[config.mk]
export PLATFORM = sky130hd
export DESIGN_NAME = spi_adc_multich_flat
export DESIGN_NICKNAME = d
export VERILOG_FILES = /design/src/rtl/spi_adc_multich_if.sv /design/src/rtl/spi_adc_multich.sv /design/src/flat_wrapper.sv
export SDC_FILE = /design/constraint.sdc
export NUM_CORES = 1
export LEC_CHECK = 0
export ABC_AREA = 1
export CORE_MARGIN = 4
export CORE_UTILIZATION = 33
export DETAILED_ROUTE_END_ITERATION = 12
export GPL_TIMING_DRIVEN = 0
export PLACE_DENSITY = 0.54
export SLEW_MARGIN = 20
export SYNTH_ARGS = -nofsm -noshare
export SYNTH_HDL_FRONTEND = slang
export SYNTH_SLANG_ARGS = --single-unit
[constraint.sdc]
create_clock -name sysclk -period 5.15 [get_ports sysclk]
set_clock_uncertainty 0.05 [all_clocks]
set_input_delay 1.2875 -clock sysclk [delete_from_list [all_inputs] [get_ports sysclk]]
set_output_delay 1.2875 -clock sysclk [all_outputs]
set_load 0.01 [all_outputs]
[src/rtl/spi_adc_multich_if.sv]
// Pin-side and stream-side signals of the multichannel SPI ADC reader.
// slave is the reader itself; master is whatever drives sample/MISO and consumes frames.
interface spi_adc_multich_if #(
  parameter int N_CH       = 2,
  parameter int DATA_W     = 16,
  parameter int FIFO_DEPTH = 4
);
  logic                            sample;
  logic [N_CH-1:0]                 MISO;
  logic                            CS_b;
  logic                            sclk;
  logic [N_CH*DATA_W-1:0]          out_data;
  logic                            out_valid;
  logic                            out_ready;
  logic [$clog2(FIFO_DEPTH):0]     fifo_level;
  logic                            busy;
  logic                            overrun;
  logic                            dropped;
  logic                            flag_clr;

  modport slave (
    input  sample, MISO, out_ready, flag_clr,
    output CS_b, sclk, out_data, out_valid, fifo_level, busy, overrun, dropped
  );

  modport master (
    output sample, MISO, out_ready, flag_clr,
    input  CS_b, sclk, out_data, out_valid, fifo_level, busy, overrun, dropped
  );
endinterface

[src/rtl/spi_adc_multich.sv]
// Reads N_CH SPI ADCs in lockstep on a shared CS_b/sclk and queues whole frames in a ready/valid FIFO.
// Frame takes 2*HALF*DATA_W cycles; a full FIFO drops the new frame unless a pop happens the same cycle.
module spi_adc_multich #(
  parameter int DATA_W      = 16,
  parameter int N_CH        = 2,
  parameter int LOG_CLK_DIV = 6,
  parameter int FIFO_DEPTH  = 4,
  parameter bit MSB_FIRST   = 1'b1
) (
  input logic             sysclk,
  input logic             reset,
  spi_adc_multich_if.slave bus
);

  localparam int CNT_W   = $clog2(DATA_W + 1);
  localparam int PTR_W   = $clog2(FIFO_DEPTH);
  localparam int LVL_W   = PTR_W + 1;
  localparam int FRAME_W = N_CH * DATA_W;
  localparam logic [LOG_CLK_DIV-1:0] DIV_INIT = LOG_CLK_DIV'(1) << (LOG_CLK_DIV - 1);

  typedef enum logic {S_IDLE, S_SHIFT} state_t;

  state_t                 r_state;
  logic [LOG_CLK_DIV-1:0] r_div;
  logic [CNT_W-1:0]       r_bit_cnt;
  logic [DATA_W-1:0]      r_sh [N_CH];
  logic                   r_cs_b;
  logic                   r_busy;
  logic                   r_overrun;
  logic                   r_dropped;
  logic [FRAME_W-1:0]     r_mem [FIFO_DEPTH];
  logic [PTR_W-1:0]       r_wr_ptr;
  logic [PTR_W-1:0]       r_rd_ptr;
  logic [LVL_W-1:0]       r_level;

  logic [LOG_CLK_DIV-1:0] w_div_nxt;
  logic                   w_fall;
  logic                   w_done;
  logic                   w_full;
  logic                   w_pop;
  logic                   w_push;
  logic [FRAME_W-1:0]     w_frame;

  assign w_div_nxt = r_div + 1'b1;
  // sclk is the divider MSB, so its falling edge is the MSB going 1 -> 0.
  assign w_fall = (r_state == S_SHIFT) && r_div[LOG_CLK_DIV-1] && !w_div_nxt[LOG_CLK_DIV-1];
  assign w_done = (r_state == S_SHIFT) && (r_bit_cnt == CNT_W'(DATA_W)) && (w_div_nxt == DIV_INIT);
  assign w_full = (r_level == LVL_W'(FIFO_DEPTH));
  assign w_pop  = (r_level != '0) && bus.out_ready;
  assign w_push = w_done && (!w_full || w_pop);

  always_comb begin
    w_frame = '0;
    for (int c = 0; c < N_CH; c++) begin
      w_frame[c*DATA_W +: DATA_W] = r_sh[c];
    end
  end

  always_ff @(posedge sysclk) begin
    if (reset) begin
      r_state   <= S_IDLE;
      r_div     <= DIV_INIT;
      r_bit_cnt <= '0;
      r_cs_b    <= 1'b1;
      r_busy    <= 1'b0;
      for (int c = 0; c < N_CH; c++) r_sh[c] <= '0;
    end else begin
      case (r_state)
        S_IDLE: begin
          r_div <= DIV_INIT;
          if (bus.sample) begin
            r_state   <= S_SHIFT;
            r_cs_b    <= 1'b0;
            r_busy    <= 1'b1;
            r_bit_cnt <= '0;
          end
        end
        S_SHIFT: begin
          r_div <= w_div_nxt;
          if (w_fall) begin
            r_bit_cnt <= r_bit_cnt + 1'b1;
            for (int c = 0; c < N_CH; c++) begin
              if (MSB_FIRST) r_sh[c] <= {r_sh[c][DATA_W-2:0], bus.MISO[c]};
              else           r_sh[c] <= {bus.MISO[c], r_sh[c][DATA_W-1:1]};
            end
          end
          if (w_done) begin
            r_state <= S_IDLE;
            r_cs_b  <= 1'b1;
            r_busy  <= 1'b0;
          end
        end
        default: r_state <= S_IDLE;
      endcase
    end
  end

  // Clear wins over a coincident set.
  always_ff @(posedge sysclk) begin
    if (reset) begin
      r_overrun <= 1'b0;
      r_dropped <= 1'b0;
    end else if (bus.flag_clr) begin
      r_overrun <= 1'b0;
      r_dropped <= 1'b0;
    end else begin
      if (bus.sample && (r_state == S_SHIFT)) r_overrun <= 1'b1;
      if (w_done && !w_push)                  r_dropped <= 1'b1;
    end
  end

  always_ff @(posedge sysclk) begin
    if (reset) begin
      r_wr_ptr <= '0;
      r_rd_ptr <= '0;
      r_level  <= '0;
      for (int i = 0; i < FIFO_DEPTH; i++) r_mem[i] <= '0;
    end else begin
      if (w_push) begin
        r_mem[r_wr_ptr] <= w_frame;
        r_wr_ptr        <= r_wr_ptr + 1'b1;
      end
      if (w_pop) r_rd_ptr <= r_rd_ptr + 1'b1;
      case ({w_push, w_pop})
        2'b10:   r_level <= r_level + 1'b1;
        2'b01:   r_level <= r_level - 1'b1;
        default: r_level <= r_level;
      endcase
    end
  end

  assign bus.CS_b       = r_cs_b;
  assign bus.sclk       = r_div[LOG_CLK_DIV-1];
  assign bus.busy       = r_busy;
  assign bus.overrun    = r_overrun;
  assign bus.dropped    = r_dropped;
  assign bus.out_data   = r_mem[r_rd_ptr];
  assign bus.out_valid  = (r_level != '0);
  assign bus.fifo_level = r_level;

endmodule

[src/flat_wrapper.sv]
// flat-port wrapper written by rule: the top's interface ports become plain ports
module spi_adc_multich_flat 
#(
  parameter int DATA_W      = 16,
  parameter int N_CH        = 2,
  parameter int LOG_CLK_DIV = 6,
  parameter int FIFO_DEPTH  = 4,
  parameter bit MSB_FIRST   = 1'b1
)
  (sysclk, reset, bus_sample, bus_MISO, bus_out_ready, bus_flag_clr, bus_CS_b, bus_sclk, bus_out_data, bus_out_valid, bus_fifo_level, bus_busy, bus_overrun, bus_dropped);
  spi_adc_multich_if #(.N_CH(N_CH), .DATA_W(DATA_W), .FIFO_DEPTH(FIFO_DEPTH)) bus_i ();
  input logic sysclk;
  input logic reset;
  input wire logic [$bits(bus_i.sample)-1:0] bus_sample;
  input wire logic [$bits(bus_i.MISO)-1:0] bus_MISO;
  input wire logic [$bits(bus_i.out_ready)-1:0] bus_out_ready;
  input wire logic [$bits(bus_i.flag_clr)-1:0] bus_flag_clr;
  output wire logic [$bits(bus_i.CS_b)-1:0] bus_CS_b;
  output wire logic [$bits(bus_i.sclk)-1:0] bus_sclk;
  output wire logic [$bits(bus_i.out_data)-1:0] bus_out_data;
  output wire logic [$bits(bus_i.out_valid)-1:0] bus_out_valid;
  output wire logic [$bits(bus_i.fifo_level)-1:0] bus_fifo_level;
  output wire logic [$bits(bus_i.busy)-1:0] bus_busy;
  output wire logic [$bits(bus_i.overrun)-1:0] bus_overrun;
  output wire logic [$bits(bus_i.dropped)-1:0] bus_dropped;
  assign bus_i.sample = bus_sample;
  assign bus_i.MISO = bus_MISO;
  assign bus_i.out_ready = bus_out_ready;
  assign bus_i.flag_clr = bus_flag_clr;
  assign bus_CS_b = bus_i.CS_b;
  assign bus_sclk = bus_i.sclk;
  assign bus_out_data = bus_i.out_data;
  assign bus_out_valid = bus_i.out_valid;
  assign bus_fifo_level = bus_i.fifo_level;
  assign bus_busy = bus_i.busy;
  assign bus_overrun = bus_i.overrun;
  assign bus_dropped = bus_i.dropped;
  spi_adc_multich #(.DATA_W(DATA_W), .N_CH(N_CH), .LOG_CLK_DIV(LOG_CLK_DIV), .FIFO_DEPTH(FIFO_DEPTH), .MSB_FIRST(MSB_FIRST)) u_core (.sysclk(sysclk), .reset(reset), .bus(bus_i));
endmodule
Word level (Yosys, flattened, before mapping)
Memory sizes are Yosys's and may differ from the RTL's. A register that Yosys moved wholly into a read port is not among the register bits. Cells that the tools add are included.

Register bits after elaboration: 23. Bits in latches: 0. RAM bits: 160. ROM bits: 0. Output and inout bits: 41. Memories kept: 2.

Memory list: u_core.r_mem (depth 4, width 32, rd ports 1, clocked after Yosys merged registers in 1, write ports 4, line spi_adc_multich.sv:31) `logic [FRAME_W-1:0] r_mem [FIFO_DEPTH];`; u_core.r_sh (depth 2, width 16, rd ports 2, clocked after Yosys merged registers in 0, write ports 2, line spi_adc_multich.sv:26) `logic [DATA_W-1:0] r_sh [N_CH];`.

Add/sub/neg operators: 6. Multiply operators: 0. Div/mod/pow operators: 0. Order comparisons: 0. Eq/ne operators: 8. Shifts and indexed selects: 0. Mux-type cells: 30. Bitwise gates (word level): 3. Reductions and logical operators: 18.

Operator list (number): 16-bit 2-to-1 mux (2); 32-bit 2-to-1 mux (1); 32-bit OR reduction (1); 1-bit 2-to-1 mux (16); 6-bit case mux with 2 select lines (1); 5-bit 2-to-1 mux (2); 5-bit case mux with 2 select lines (1); 1-bit logical AND (8); 6-bit by 1-bit adder with 6-bit output, second input constant (1); 6-bit == test, second input constant (1); 2-bit 2-to-1 mux (3); 2-bit != test, second input constant (3); 1-bit case mux with 2 select lines (3); 3-bit case mux with 2 select lines (1); 5-bit by 1-bit adder with 5-bit output, second input constant (1); 5-bit == test, second input constant (1); 2-bit by 1-bit adder with 2-bit output, second input constant (2); 2-bit AND reduction (2); 3-bit by 1-bit adder with 3-bit output, second input constant (1); 3-bit == test, second input constant (1); 1-bit logical NOT (3); 3-bit nonzero test (1); 3-bit by 1-bit subtractor with 3-bit output, second input constant (1); 2-bit by 1-bit == test with 1-bit output, second input constant (1); 6 further kinds (7).

Depth between registers and ports, before layout
Gate-level depths: netlist (run 1).

Depth after elaboration: 9. Depth in mapped cells: 16.

Worst setup path after synthesis (run 1)
OpenSTA, ideal clock, no wires.

Kind: input port to flip-flop. Start point: in bus_out_ready. End point: mem u_core.r_mem[1][0] (netlist name), enable pin. Data arrival time: 3.905 ns. Required time: 4.634 ns. Setup slack: 0.730 ns. Stages on the path: 4. Buffers on the path: 0. Cells stage by stage: nand2_1 nand3_1 nand2_1 o21ai_0.

RTL lines: start: declaration (line flat_wrapper.sv:16) `input wire logic [$bits(bus_i.out_ready)-1:0] bus_out_ready;`; end: declaration (line spi_adc_multich.sv:31).

==> results.cfg, run 1 <==
[placed_design]
gp_congestion = 0.758
place.detailed.hpwl_mm = 12.2
post-place-ws_ns = 1.21
io_buffers = 47
placed_cells = 1111

[floorplan]
die_height_um = 164
floorplan.initialDensity_pct = 33.9
floorplan.die_area_sq_mm = 0.0269
ios = 48
rows = 56
placeableCoreArea_sq_mm = 0.0237
die-width_um = 164

[worst_setup_path]
timing.critical_path.mode_cell = clkbuf_1
critPathCaptureType = output pin
critical_path.top_delay_family = buffers and inverters
timing.critical_path.arrival_ns = 2.77
r2r_setup_slack_ns = 2.31
cpMaxStageDelayCell = clkdlybuf4s50_1
number_of_cells_on_the_critical_path = 6
worstRegToRegCells = 11
timing.critical_path.slowest_cell_delay_ns = 0.50
critical_path.cell_chain = clkbuf_1, clkinv_1, clkbuf_1, o21ai_0, o22ai_1, clkdlybuf4s50_1
timing.critical_path.to = bus_out_data[8]
cp_data_required_time_ns = 3.81
startpoint_of_the_worst_slack_reg_to_reg_timing_path = u_core.r_div[0]$_SDFF_PP0_
critical_path_peak_fanout = 10
critical_path.startpoint_type = flop
critical_path_buf_inv_count = 4
path_class = reg2out
rr_endpoint = u_core.r_mem[0][1]$_SDFFCE_PN0P_

[finish]
area_added_between_synthesis_and_finish_pct = 20.0
drive_above_1_share_pct = 10.8
finalNonFillerCells = 1142
final_net_count = 824
antenna_cells = 0
final_util_pct = 40.7

[sta]
setup_viol = 0
final-hold-violation-count = 0
timing.final.ws_setup_ns = 1.04
max_slew.worst_pin.slew_ns = 0.771
final_min_period_over_clock_period_pct = 79.9
unrepaired_setup_endpoints_after_global_routing = false
max-slew-margin-rel_pct = 48.4
fin_setup_tns_ns = 0
post-route-min-period_ns = 4.11
max_freq_mhz = 243
finalMaxSlewViolations = 0

[synthesis]
syn_inst = 739
yosysTopAreaCell = edfxtp_1
mappedNetlistArea_sq_mm = 0.00803
synth.lib_cells_used.distinct = 26
synth.net_count = 752
yosys-top-cells-area = edfxtp_1 60%, nor2_1 9.5%, dfxtp_1 6.2%
count_of_state_elements_after_synthesis = 185
synth_top_cells_by_count = 204 x nor2_1, 160 x edfxtp_1, 87 x inv_1, 76 x o21ai_0, 37 x nand2_1
postSynthAreaPerCell_sq_um = 10.9
yosysWarningCount = 0
synth-async-reset-ratio_pct = 0
ys_dominant_reg_cell = edfxtp_1
synthMostInstantiatedCell = nor2_1
area_share_of_the_largest_cell_type_after_synthesis_pct = 59.9
synth-seq-area-share_pct = 66.1
synth-edff-count = 160

[global_route]
grt_pass1_vias = 5288
number_of_antenna_violations_at_the_first_check_in_global_routing = 0
grt_max_degree = 18
grtUsageTotal_pct = 14.3
grt_overflow_total = 0
wire_length_of_the_first_global_routing_pass_mm = 29.1

[flow_run]
maxCapViolations = 0

[drt]
detail_route.first_pass.iterations = 5
vias = 5345
ant_nets = 0
initial_drc_count = 404
detail_route.drc_violations = 0
detail_route.wl_per_cell_um = 16.1
vias_per_cell = 4.68
drt-total-wl_mm = 18.3

[clock_network]
post_cts_resized = 0
post_cts_buffers = 0
cts_hold_buffers = 0
cts.sink_count = 185
clkLatencyLatePin_ns = 0.43
tritoncts.num_buffers = 17
cts_clock_pin_slew_for_the_worst_setup_and_hold_paths_ns = 0.07
cts_tree = built
clk_path_buf_depth = 2
ctsHtreeMaxLevel = 4
cts_root_buf = clkbuf_16

[pwr]
p_leak_nw = 3.35
p_per_area_mw_per_mm2 = 312
max-vdd-ir-drop_mv = 0.210

[hold_path]
worst_min_path_class = reg2reg

[status]
status = finished, final reports clean
==> worst min-delay path by stage <==
stage / slack (ns) / depth (start not counted) / start / end
after floorplan: 0.39 / 2 / u_core.r_rd_ptr[1]$_SDFFE_PP0P_ / flop
after global placement: 0.39 / 2 / u_core.bus.CS_b$_SDFFE_PP1P_ / u_core.bus.CS_b$_SDFFE_PP1P_
after detailed placement: 0.40 / 2 / u_core.bus.CS_b$_SDFFE_PP1P_ / u_core.bus.CS_b$_SDFFE_PP1P_
after CTS: 0.41 / 2 / u_core.bus.CS_b$_SDFFE_PP1P_ / u_core.bus.CS_b$_SDFFE_PP1P_
after global routing: 0.45 / 2 / u_core.bus.CS_b$_SDFFE_PP1P_ / u_core.bus.CS_b$_SDFFE_PP1P_
final: 0.41 / 2 / u_core.bus.CS_b$_SDFFE_PP1P_ / u_core.bus.CS_b$_SDFFE_PP1P_
==> cell type report <==
type	instances	area [sq um]
timing repair buffer	53	636
sequential	185	5310
clock buffer	18	429
multi-input combinational	428	2240
inverter	88	330
buffer	38	184
clock inverter	13	105
fill	2356	14100
tap	319	399
==> registers in the layout, indices dropped and copies added, names as in the netlist, named ones only <==
register	cells
u_core.r_div	6
u_core.bus.CS_b	1
u_core.r_bit_cnt	5
u_core.bus.overrun	1
u_core.r_mem	128
u_core.bus.busy	1
u_core.r_sh	32
u_core.r_wr_ptr	2
u_core.r_state	1
u_core.bus.fifo_level	3
u_core.r_rd_ptr	2
u_core.bus.dropped	1
==> worst register-to-register path: stages, from the launching register on <==
cell and delay, ns:
dfxtp_1 0.44, ha_1 0.25, nand3_1 0.09, nand2_1 0.07, nand2_1 0.05, inv_1 0.06, nand3_1 0.16, nor3_2 0.22
nand4_2 0.22, buf_2 0.27, nand2_2 0.42, buf_16 0.23
==> cell usage in the layout, fill, tap and decap left out, types with 7 or more instances in the layout <==
cell and n:
edfxtp_1 160, nand3_1 7, o21ai_0 74, clkdlybuf4s50_1 47, nor2_4 27, a21oi_1 13
dfxtp_1 25, o22ai_1 33, nor3_2 14, nand2_1 35, inv_1 87, clkbuf_16 17
clkbuf_1 29, nor2_1 203
==> per-layer routing <==
metal,wire length (um),GRT usage [%],part of all wire [%],up-vias
met5,0,0,0,-
met4,242,4.04,1.3,0
met3,868,2.58,4.7,18
met2,9030,24.2,49,112
met1,8190,18.9,45,2601
li1,-,-,-,2614
==> logic make-up after synthesis <==
| family | share of synthesized area, % |
|---|---|
| and+or+nand+nor | 17.8 |
| xor gates and xnor gates | 0.436 |
| adders and majority gates | 1.03 |
| AOI/OAI and AO/OA | 8.21 |
| buffers and inverters | 6.41 |
| DFF | 66.1 |
==> metrics by stage <==
step	power [mW]	area, sq um	hold WS, ns
2_1_floorplan	1.77	8030	0.386
6_report	3.00	9630	0.408
5_1_grt	3.11	9630	0.450
3_5_place_dp	1.84	9100	0.396
4_1_cts	3.03	9630	0.412
3_3_place_gp	1.82	8900	0.394
==> report_power, final <==
part	switching, mW	internal, mW	total (mW)
registers	0.0128	1.67	1.68
logic	0.0741	0.0459	0.120
clock network	0.546	0.658	1.20
Note: power is estimated with default switching activity, not from simulation.
==> run 2, diff against run 1 <==
==> constraint.sdc (replaced) <==
create_clock -name sysclk -period 4.25 [get_ports sysclk]
set_clock_uncertainty 0.05 [all_clocks]
set_input_delay 1.0625 -clock sysclk [delete_from_list [all_inputs] [get_ports sysclk]]
set_output_delay 1.0625 -clock sysclk [all_outputs]
set_load 0.01 [all_outputs]
==> results of run 2 <==
The final DEF is identical to that of run 1. Status: finished, final reports clean.
Among the figures that moved: setup slack after placement 1.21 ns -> 0.535 ns; setup slack after layout 1.04 ns -> 0.363 ns; register-to-register setup slack 2.31 ns -> 1.41 ns; total power 3.00 mW -> 3.64 mW; worst IR drop on VDD 0.210 mV -> 0.255 mV
==> run 3, diff against run 2 <==
==> constraint.sdc (replaced) <==
create_clock -name sysclk -period 3.61 [get_ports sysclk]
set_clock_uncertainty 0.05 [all_clocks]
set_input_delay 0.9025 -clock sysclk [delete_from_list [all_inputs] [get_ports sysclk]]
set_output_delay 0.9025 -clock sysclk [all_outputs]
set_load 0.01 [all_outputs]
==> run 3 against run 2 <==
Sequential share of layout area about the same; count of clock-buffer cells in the layout is the same; routed wire length grew 0.28%; first-iteration DRC count decreased by 6.9%; worst hold slack barely moved; register-to-register slack worse by 0.65 ns; flip-flop and latch count stayed put; core utilization about the same; largest power group unchanged.
==> results.cfg, run 3 (synthesis gave the netlist of run 1 again) <==
[finish]
layout_commonest_cell = nor2_1
biggestRegsByFlops = u_core.r_mem (128), u_core.r_sh (32), u_core.r_div (6)
antenna_cells = 0
drive_above_1_share_pct = 11.6
area_added_between_synthesis_and_finish_pct = 20.0
finalNonFillerCells = 1141
final_net_count = 823
largest_register_ff_count = 128
mostFrequentLayoutCells = 203 x nor2_1, 160 x edfxtp_1, 87 x inv_1, 74 x o21ai_0, 47 x clkdlybuf4s50_1
largest-register = u_core.r_mem
final_design_instance_area_without_fill_sq_mm = 0.00964

[sta]
max_slew.worst_pin.slew_ns = 0.777
post-route-min-period_ns = 3.46
setup_viol = 0
max-slew-margin-rel_pct = 48.0
max_freq_mhz = 289
finalMaxSlewViolations = 0
timing.final.ws_setup_ns = 0.148
unrepaired_setup_endpoints_after_global_routing = false
tightest_hold_margin_ns = 0.407
final_min_period_over_clock_period_pct = 95.9
final-hold-violation-count = 0

[drt]
initial_drc_count = 376
drt-total-wl_mm = 18.4
ant_nets = 0
vias_per_cell = 4.65
detail_route.first_pass.iterations = 5
detail_route.drc_violations = 0
detail_route.wl_per_cell_um = 16.1
vias = 5310

[global_route]
grt_max_degree = 18
grt_overflow_total = 0
number_of_antenna_violations_at_the_first_check_in_global_routing = 0
grt_pass1_vias = 5287
grtUsageTotal_pct = 14.3
wire_length_of_the_first_global_routing_pass_mm = 29.0

[floorplan]
placeableCoreArea_sq_mm = 0.0237
floorplan.die_area_sq_mm = 0.0269
die-width_um = 164
floorplan.initialDensity_pct = 33.9
ios = 48
rows = 56
die_height_um = 164

[pwr]
p_leak_nw = 3.37
p_int_mw = 3.38
p_seq_share_pct = 55.9
power.share.combinational_pct = 4.0
power_frac_clock_pct = 40.1
p_sw_mw = 0.906
power.switching_fraction_pct = 21.1
p_per_area_mw_per_mm2 = 445
max-vdd-ir-drop_mv = 0.299

[clock_network]
clk_path_buf_depth = 2
cts_hold_buffers = 0
cts_clock_pin_slew_for_the_worst_setup_and_hold_paths_ns = 0.07
clkLatencyLatePin_ns = 0.43
tritoncts.num_buffers = 17
cts_root_buf = clkbuf_16
ctsHtreeMaxLevel = 4
cts_tree = built
cts.sink_count = 185
post_cts_buffers = 0

[worst_setup_path]
timing.critical_path.arrival_ns = 2.51
path_class = reg2out
cp_data_required_time_ns = 2.66
critical_path.startpoint_type = flop
critPathCaptureType = output pin
critical_path_peak_fanout = 11

[placed_design]
placed_cells = 1111
gp_congestion = 0.758
post-place-ws_ns = 0.0551
detailed_place.area_sq_mm = 0.00910
io_buffers = 47
place.detailed.hpwl_mm = 12.2

[status]
status = finished, final reports clean

[flow_run]
maxCapViolations = 0

[hold_path]
worst_min_path_class = reg2reg
run 3: changes by cell type in the layout (fill, tap and decap cells not counted):
| cell | before | now |
|---|---|---|
| clkbuf_2 | 0 | 5 |
| clkbuf_1 | 29 | 23 |
| clkinv_1 | 4 | 3 |
| clkinv_2 | 3 | 4 |
run 3: metrics by stage:
| stage | setup TNS [ns] | power, mW | utilization (%) |
|---|---|---|---|
| floorplan | -30.23 | 2.52 | - |
| global placement | -273.61 | 2.60 | 37.6 |
| detailed placement | 0 | 2.62 | 38.4 |
| CTS | 0 | 4.32 | 40.7 |
| global route | 0 | 4.44 | 40.7 |
| finish | 0 | 4.29 | 40.7 |
run 3: path summary, 6_finish.rpt:
kind                                                     endpoint  depth (start not counted)  slack (ns)                          from
worst min-delay path                 u_core.bus.CS_b$_SDFFE_PP1P_                          2        0.41  u_core.bus.CS_b$_SDFFE_PP1P_
worst min register to register       u_core.bus.CS_b$_SDFFE_PP1P_                          2        0.41  u_core.bus.CS_b$_SDFFE_PP1P_
worst max-delay path                              bus_out_data[1]                          5        0.15                          flop
worst max register to register  u_core.r_mem[2][21]$_SDFFCE_PN0P_                         10        0.76    u_core.r_div[0]$_SDFF_PP0_
run 3: power groups by stage:
stage / combinational [mW] / sequential [mW] / clock (mW)
3_3_place_gp: 0.150 / 2.45 / 0
3_5_place_dp: 0.176 / 2.44 / 0
2_1_floorplan: 0.0765 / 2.44 / 0
4_1_cts: 0.176 / 2.40 / 1.75
6_report: 0.171 / 2.40 / 1.72
5_1_grt: 0.187 / 2.40 / 1.85
run 3: worst max-delay path, stage by stage (launching register included):
cell and delay [ns]:
dfxtp_1 0.42, clkinv_2 0.17, buf_1 0.50, nor2_1 0.08, o22ai_1 0.30, clkdlybuf4s50_1 0.61
run 3: final cells by class:
cell class | instances | area, sq um
plain buffers | 37 | 186
clock buffers | 18 | 429
clock inverters | 13 | 105
fillers | 2354 | 14000
inverters | 88 | 332
multi-input cells | 428 | 2240
flip-flops and latches | 185 | 5310
well taps | 319 | 399
repair buffers | 53 | 636
run 3: metal layers:
layer	vias up	wire length (um)	track usage, %
li1	2610	-	-
met1	2564	8040	18.9
met2	119	9070	24.2
met3	17	1040	2.58
met4	0	233	4.04
met5	-	0	0
run 3: timing repair:
item	in CTS	in global routing
gates resized for setup	2	8
pin swaps	0	0
endpoints found under the setup margin	32	4
==> RTL change 1 (config.mk and constraints of run 2) <==
`MSB_FIRST` is set to 1'b1 in 2 places; all go to 1'b0.
--- a/src/rtl/spi_adc_multich.sv
+++ b/src/rtl/spi_adc_multich.sv
@@ -5,7 +5,7 @@
   parameter int N_CH        = 2,
   parameter int LOG_CLK_DIV = 6,
   parameter int FIFO_DEPTH  = 4,
-  parameter bit MSB_FIRST   = 1'b1
+  parameter bit MSB_FIRST   = 1'b0
 ) (
   input logic             sysclk,
   input logic             reset,
--- a/src/flat_wrapper.sv
+++ b/src/flat_wrapper.sv
@@ -5,7 +5,7 @@
   parameter int N_CH        = 2,
   parameter int LOG_CLK_DIV = 6,
   parameter int FIFO_DEPTH  = 4,
-  parameter bit MSB_FIRST   = 1'b1
+  parameter bit MSB_FIRST   = 1'b0
 )
   (sysclk, reset, bus_sample, bus_MISO, bus_out_ready, bus_flag_clr, bus_CS_b, bus_sclk, bus_out_data, bus_out_valid, bus_fifo_level, bus_busy, bus_overrun, bus_dropped);
   spi_adc_multich_if #(.N_CH(N_CH), .DATA_W(DATA_W), .FIFO_DEPTH(FIFO_DEPTH)) bus_i ();
Function: same outputs for any inputs over 10 cycles, from zero or initial values and one cycle with reset high; that may be too few to reach the edited logic, so the function may still have changed.
==> RTL change 1 against run 2 <==
  * Combinational power is 14% higher
  * Setup slack better by 0.028 ns
  * Sequential cell count unchanged
  * Power increased by 4.1%
  * Sequential share of layout area increased by 0.82 points
  * Wire length increased by 3.9%
  * Critical endpoint is now bus_out_data[18]
  * Area after synthesis down 1.9%
  * Cell area shrank 1.5%
  * Critical path depth did not move
  * Fmax increased by 0.72%
==> RTL change 1: results (changes against run 2) <==
----------------------------------------------------
[Setup path]
  Number of cells traversed by the worst register-to-register path ... 10 (-1)
  Capture instance of the worst register-to-register path ... u_core.r_mem[3][16]
  Worst R2R Setup Slack ... 1.44 ns (+0.03 ns)
  Critical path data arrival time ... 2.75 ns (-0.02 ns)
  Maximum fanout encountered on the critical timing path ... 10 (unchanged)

[Finish]
  Fraction of layout cells with a size suffix above 1 ... 12.3% (+1.5 points)
  Fill cell total of the finished layout ... 2319 (-1.6%)
  Net count reported at finish ... 804 (-2.4%)

[Routing]
  Violation count after the first detailed-route iteration ... 326 (-19%)
  Vias ... 5337 (-0.15%)
  Routed via count divided by cell count ... 4.75 (+1.5%)
  Wire length per cell ... 17.0 µm (+5.6%)

[GRT]
  Via count of the first global-routing pass ... 5358 (+1.3%)
  Maximum number of pins on one net before global-route repair ... 21 (+3)
  Wire length of the first global-routing pass ... 29900 µm (+2.8%)
  Initial antenna violation count ... 0 (unchanged)
  Total global routing track utilization ... 14.8% (+0.47 points)

[Clock network]
  Number of buffers created by CTS ... 17 (unchanged)

[Placement]
  Post-place setup slack ... 0.701 ns (+0.166 ns)
  Placed cell area ... 0.00891 mm² (-2.0%)
  Placer congestion estimate ... 0.764 (+0.73%)
  DPL Wire Length ... 12100 µm (-0.36%)
  Total placed cells including tap cells ... 1091 (-1.8%)

[Power]
  Post-route total power ... 3.79 mW (+4.1%)
  Power consumed by combinational cells ... 165 µW (+14%)
  Worst vdd rail ir drop ... 0.294 mV (+16%)
  Power Internal ... 2.98 mW (+3.6%)

[Synth]
  Compound-Gate Fraction of Synth Area ... 8.34% (+0.12 points)
  Post-synth top cells ... 160 x edfxtp_1, 139 x nor2_1, 75 x o21ai_0, 65 x nor3_1, 62 x inv_1
  XOR/XNOR Fraction of Synth Area ... 0.445% (+0.0083 points)
  Largest cells by area after synthesis ... edfxtp_1 61%, nor2_1 6.6%, dfxtp_1 6.4%
  Register area share after synthesis ... 67.3% (+1.3 points)
  Syn Area/Cell ... 10.9 µm² (+0.72%)
  Count of unique library cells instantiated by Yosys ... 27 (+3.8%)
  Net Count, Synth ... 733 (-2.5%)

[Min path]
  Hold-critical path endpoint ... u_core.bus.CS_b

[Timing]
  Worst hold slack ... 0.409 ns (+0.000925 ns)
  Transition at the pin with the smallest max-transition slack ... 0.738 ns (-0.0325 ns)

[Outcome]
  Outcome ... finished clean

----------------------------------------------------
[RTL change 1: layer usage]
layer / vias to the layer above / wire length (µm) / GRT usage, %
li1: 2635 / - / -
met1: 2568 / 8440 / 19.5
met2: 124 / 9590 / 25.1
met3: 10 / 858 / 2.68
met4: 0 / 145 / 3.84
met5: - / 0 / 0
[RTL change 1: worst max-delay path, cell delays in order, from the launching register on]
cell and delay [ns]:
dfxtp_1 0.32, clkbuf_1 0.39, clkinv_1 0.38, clkbuf_1 0.34, o21ai_0 0.30, o22ai_1 0.10, clkdlybuf4s50_1 0.49
[RTL change 1: area by class of cell]
cell class | count | area, µm² | share of cell area, %
Buffer | 43 | 214 | 2.25
Clock inverter | 14 | 149 | 1.57
Tap cell | 319 | 399 | 4.21
Clock buffer | 18 | 429 | 4.52
Sequential cell | 185 | 5310 | 55.9
Multi-Input combinational cell | 429 | 2160 | 22.7
Inverter | 63 | 236 | 2.49
Timing Repair Buffer | 52 | 601 | 6.33
[RTL change 1: worst max-delay path by stage]
stage | slack [ns] | to | startpoint
2_1_floorplan | 0.1 | u_core.r_mem[1][0] | bus_out_ready
3_3_place_gp | -2.19 | u_core.r_mem[2][16] | bus_out_ready
3_5_place_dp | 0.70 | u_core.r_mem[0][8] | bus_out_ready
4_1_cts | 0.35 | bus_out_data[9] | flop
5_1_grt | 0.15 | bus_out_data[18] | flop
6_report | 0.39 | bus_out_data[18] | flop
[RTL change 1: kinds of logic (layout without fill, tap and decap cells)]
group,Yosys count,after routing
simple gates,297,297
compound gates,122,122
xor+xnor,4,4
flops,185,185
fa+ha+maj,6,6
buf+inv,106,190
==> RTL change 2 (config.mk and constraints of run 2) <==
Made on the original files. Compare `r_bit_cnt` against `CNT_W'(DATA_W)` with >= in place of ==.
--- a/src/rtl/spi_adc_multich.sv
+++ b/src/rtl/spi_adc_multich.sv
@@ -44,7 +44,7 @@
   assign w_div_nxt = r_div + 1'b1;
   // sclk is the divider MSB, so its falling edge is the MSB going 1 -> 0.
   assign w_fall = (r_state == S_SHIFT) && r_div[LOG_CLK_DIV-1] && !w_div_nxt[LOG_CLK_DIV-1];
-  assign w_done = (r_state == S_SHIFT) && (r_bit_cnt == CNT_W'(DATA_W)) && (w_div_nxt == DIV_INIT);
+  assign w_done = (r_state == S_SHIFT) && (r_bit_cnt >= CNT_W'(DATA_W)) && (w_div_nxt == DIV_INIT);
   assign w_full = (r_level == LVL_W'(FIFO_DEPTH));
   assign w_pop  = (r_level != '0) && bus.out_ready;
   assign w_push = w_done && (!w_full || w_pop);
Formal check against the unedited RTL: no difference found for any inputs over 10 cycles, from zero or initial values and one cycle with reset high; that may be too few to reach the edited logic, so the function may still have changed.
==> RTL change 2 against run 2 <==
  * Combinational power up 12%
  * Count of clock-buffer cells in the layout up 1
  * Cell area shrank 2.3%
  * Worst hold slack better by 0.0099 ns
  * Wire length is 3.3% higher
  * Area after synthesis decreased by 2.4%
  * First-iteration DRC count fell by 33%
  * Cell count is 1.8% lower
  * Sequential cell count unchanged
  * Setup slack lost 0.13 ns
  * Power increased by 1.7%
  * Highest routed layer unchanged
==> RTL change 2: results (changes against run 2) <==
----------------------------------------------------
[Finish]
  Largest registers ranked by flip-flop count ... u_core.r_mem x128, u_core.r_sh x32, u_core.r_div x6
  Net count reported at finish ... 801 (-2.8%)
  Fraction of layout cells with a size suffix above 1 ... 9.35% (-1.5 points)

[Timing]
  Worst hold slack ... 0.418 ns (+0.00990 ns)
  Transition at the pin with the smallest max-transition slack ... 0.766 ns (-0.00452 ns)

[Setup path]
  Critical path data arrival time ... 2.90 ns (+0.13 ns)
  Number of cells traversed by the worst register-to-register path ... 13 (+2)
  Capture instance of the worst register-to-register path ... u_core.r_mem[0][24]

[Clock network]
  Clock buffer depth ... 2 (unchanged)

[Routing]
  Metal1 wirelength ... 8870 µm (+8.3%)
  Met3 routed WL ... 715 µm (-18%)
  Violation count after the first detailed-route iteration ... 271 (-33%)
  Wire length per cell ... 16.9 µm (+5.2%)
  Wire length on met2 ... 9200 µm (+1.9%)
  Routed via count divided by cell count ... 4.73 (+0.98%)

[Synth]
  Count of unique library cells instantiated by Yosys ... 27 (+3.8%)
  Post-synth top cells ... 172 x nor2_1, 160 x edfxtp_1, 77 x o21ai_0, 60 x inv_1, 54 x nor3_1
  Largest cells by area after synthesis ... edfxtp_1 61%, nor2_1 8.2%, dfxtp_1 6.4%
  Adder-cell share of the synthesized area ... 0.894% (-0.13 points)
  Commonest register cell after synthesis ... edfxtp_1
  Compound-Gate Fraction of Synth Area ... 8.61% (+0.39 points)
  Synth Warn # ... 0 (unchanged)
  XOR/XNOR Fraction of Synth Area ... 0.112% (-0.32 points)
  Net Count, Synth ... 730 (-2.9%)

[Placement]
  DPL Wire Length ... 12300 µm (+0.80%)
  Total placed cells including tap cells ... 1089 (-2.0%)
  Placer congestion estimate ... 0.757 (-0.17%)
  Count of input and output buffers ... 46 (-2.1%)

[GRT]
  Total global routing track utilization ... 14.9% (+0.57 points)
  Maximum number of pins on one net before global-route repair ... 28 (+10)
  Via count of the first global-routing pass ... 5332 (+0.83%)
  Wire length of the first global-routing pass ... 30000 µm (+3.2%)
  M1 GR Usage ... 20.4% (+1.5 points)

[Power]
  Worst vdd rail ir drop ... 0.265 mV (+4.2%)
  Sw Pwr ... 794 µW (+3.6%)
  LEAKAGE ... 3.18 nW (-5.0%)

[Outcome]
  Outcome ... finished clean

[Min path]
  HP Start ... u_core.r_rd_ptr[1]
  Hold-critical path endpoint ... u_core.r_rd_ptr[1]

----------------------------------------------------
-- RTL change 2: per-stage QoR --
| step | util [%] | power, mW | setup TNS [ns] | instance area, µm² | setup WS, ns |
|---|---|---|---|---|---|
| global placement | 37.2 | 2.25 | -147.33 | 8690 | -2.42 |
| global route | 40.2 | 3.81 | 0 | 9410 | 0.0127 |
| CTS | 40.2 | 3.72 | 0 | 9410 | 0.177 |
| detailed placement | 37.9 | 2.27 | 0 | 8870 | 0.662 |
| finish | 40.2 | 3.70 | 0 | 9410 | 0.236 |
| floorplan | - | 2.17 | -0.0320 | 7840 | -0.000500 |
-- RTL change 2: layout make-up --
| cell class | instances | area, µm² |
|---|---|---|
| fill | 2307 | 14000 |
| sequential | 185 | 5310 |
| multi-input combinational | 427 | 2090 |
| timing repair buffer | 52 | 611 |
| clock buffer | 19 | 433 |
| tap | 319 | 399 |
| inverter | 63 | 240 |
| buffer | 43 | 228 |
| clock inverter | 13 | 105 |
-- RTL change 2: power groups by stage --
stage               registers (mW)  logic (mW)  clock network (mW)
floorplan                     2.10      0.0723                   0
global placement              2.11       0.147                   0
detailed placement            2.10       0.167                   0
CTS                           2.06       0.167                1.49
global route                  2.07       0.180                1.57
finish                        2.06       0.163                1.48
-- RTL change 2: how the worst max path moves through the flow --
stage / startpoint / endpoint / cells after the start
finish: flop / bus_out_data[2] / 6
floorplan: bus_out_ready / u_core.r_mem[1][0] / 4
CTS: flop / bus_out_data[2] / 6
global route: flop / bus_out_data[2] / 6
detailed placement: flop / bus_out_data[2] / 6
global placement: bus_out_ready / u_core.r_mem[2][15] / 5
-- RTL change 2: repair_timing --
action / 4_1_cts / 5_1_grt
setup buffers: 0 / 0
hold endpoints to repair: 0 / 0
gates resized for setup: 0 / 1
endpoints found under the setup margin: 0 / 1
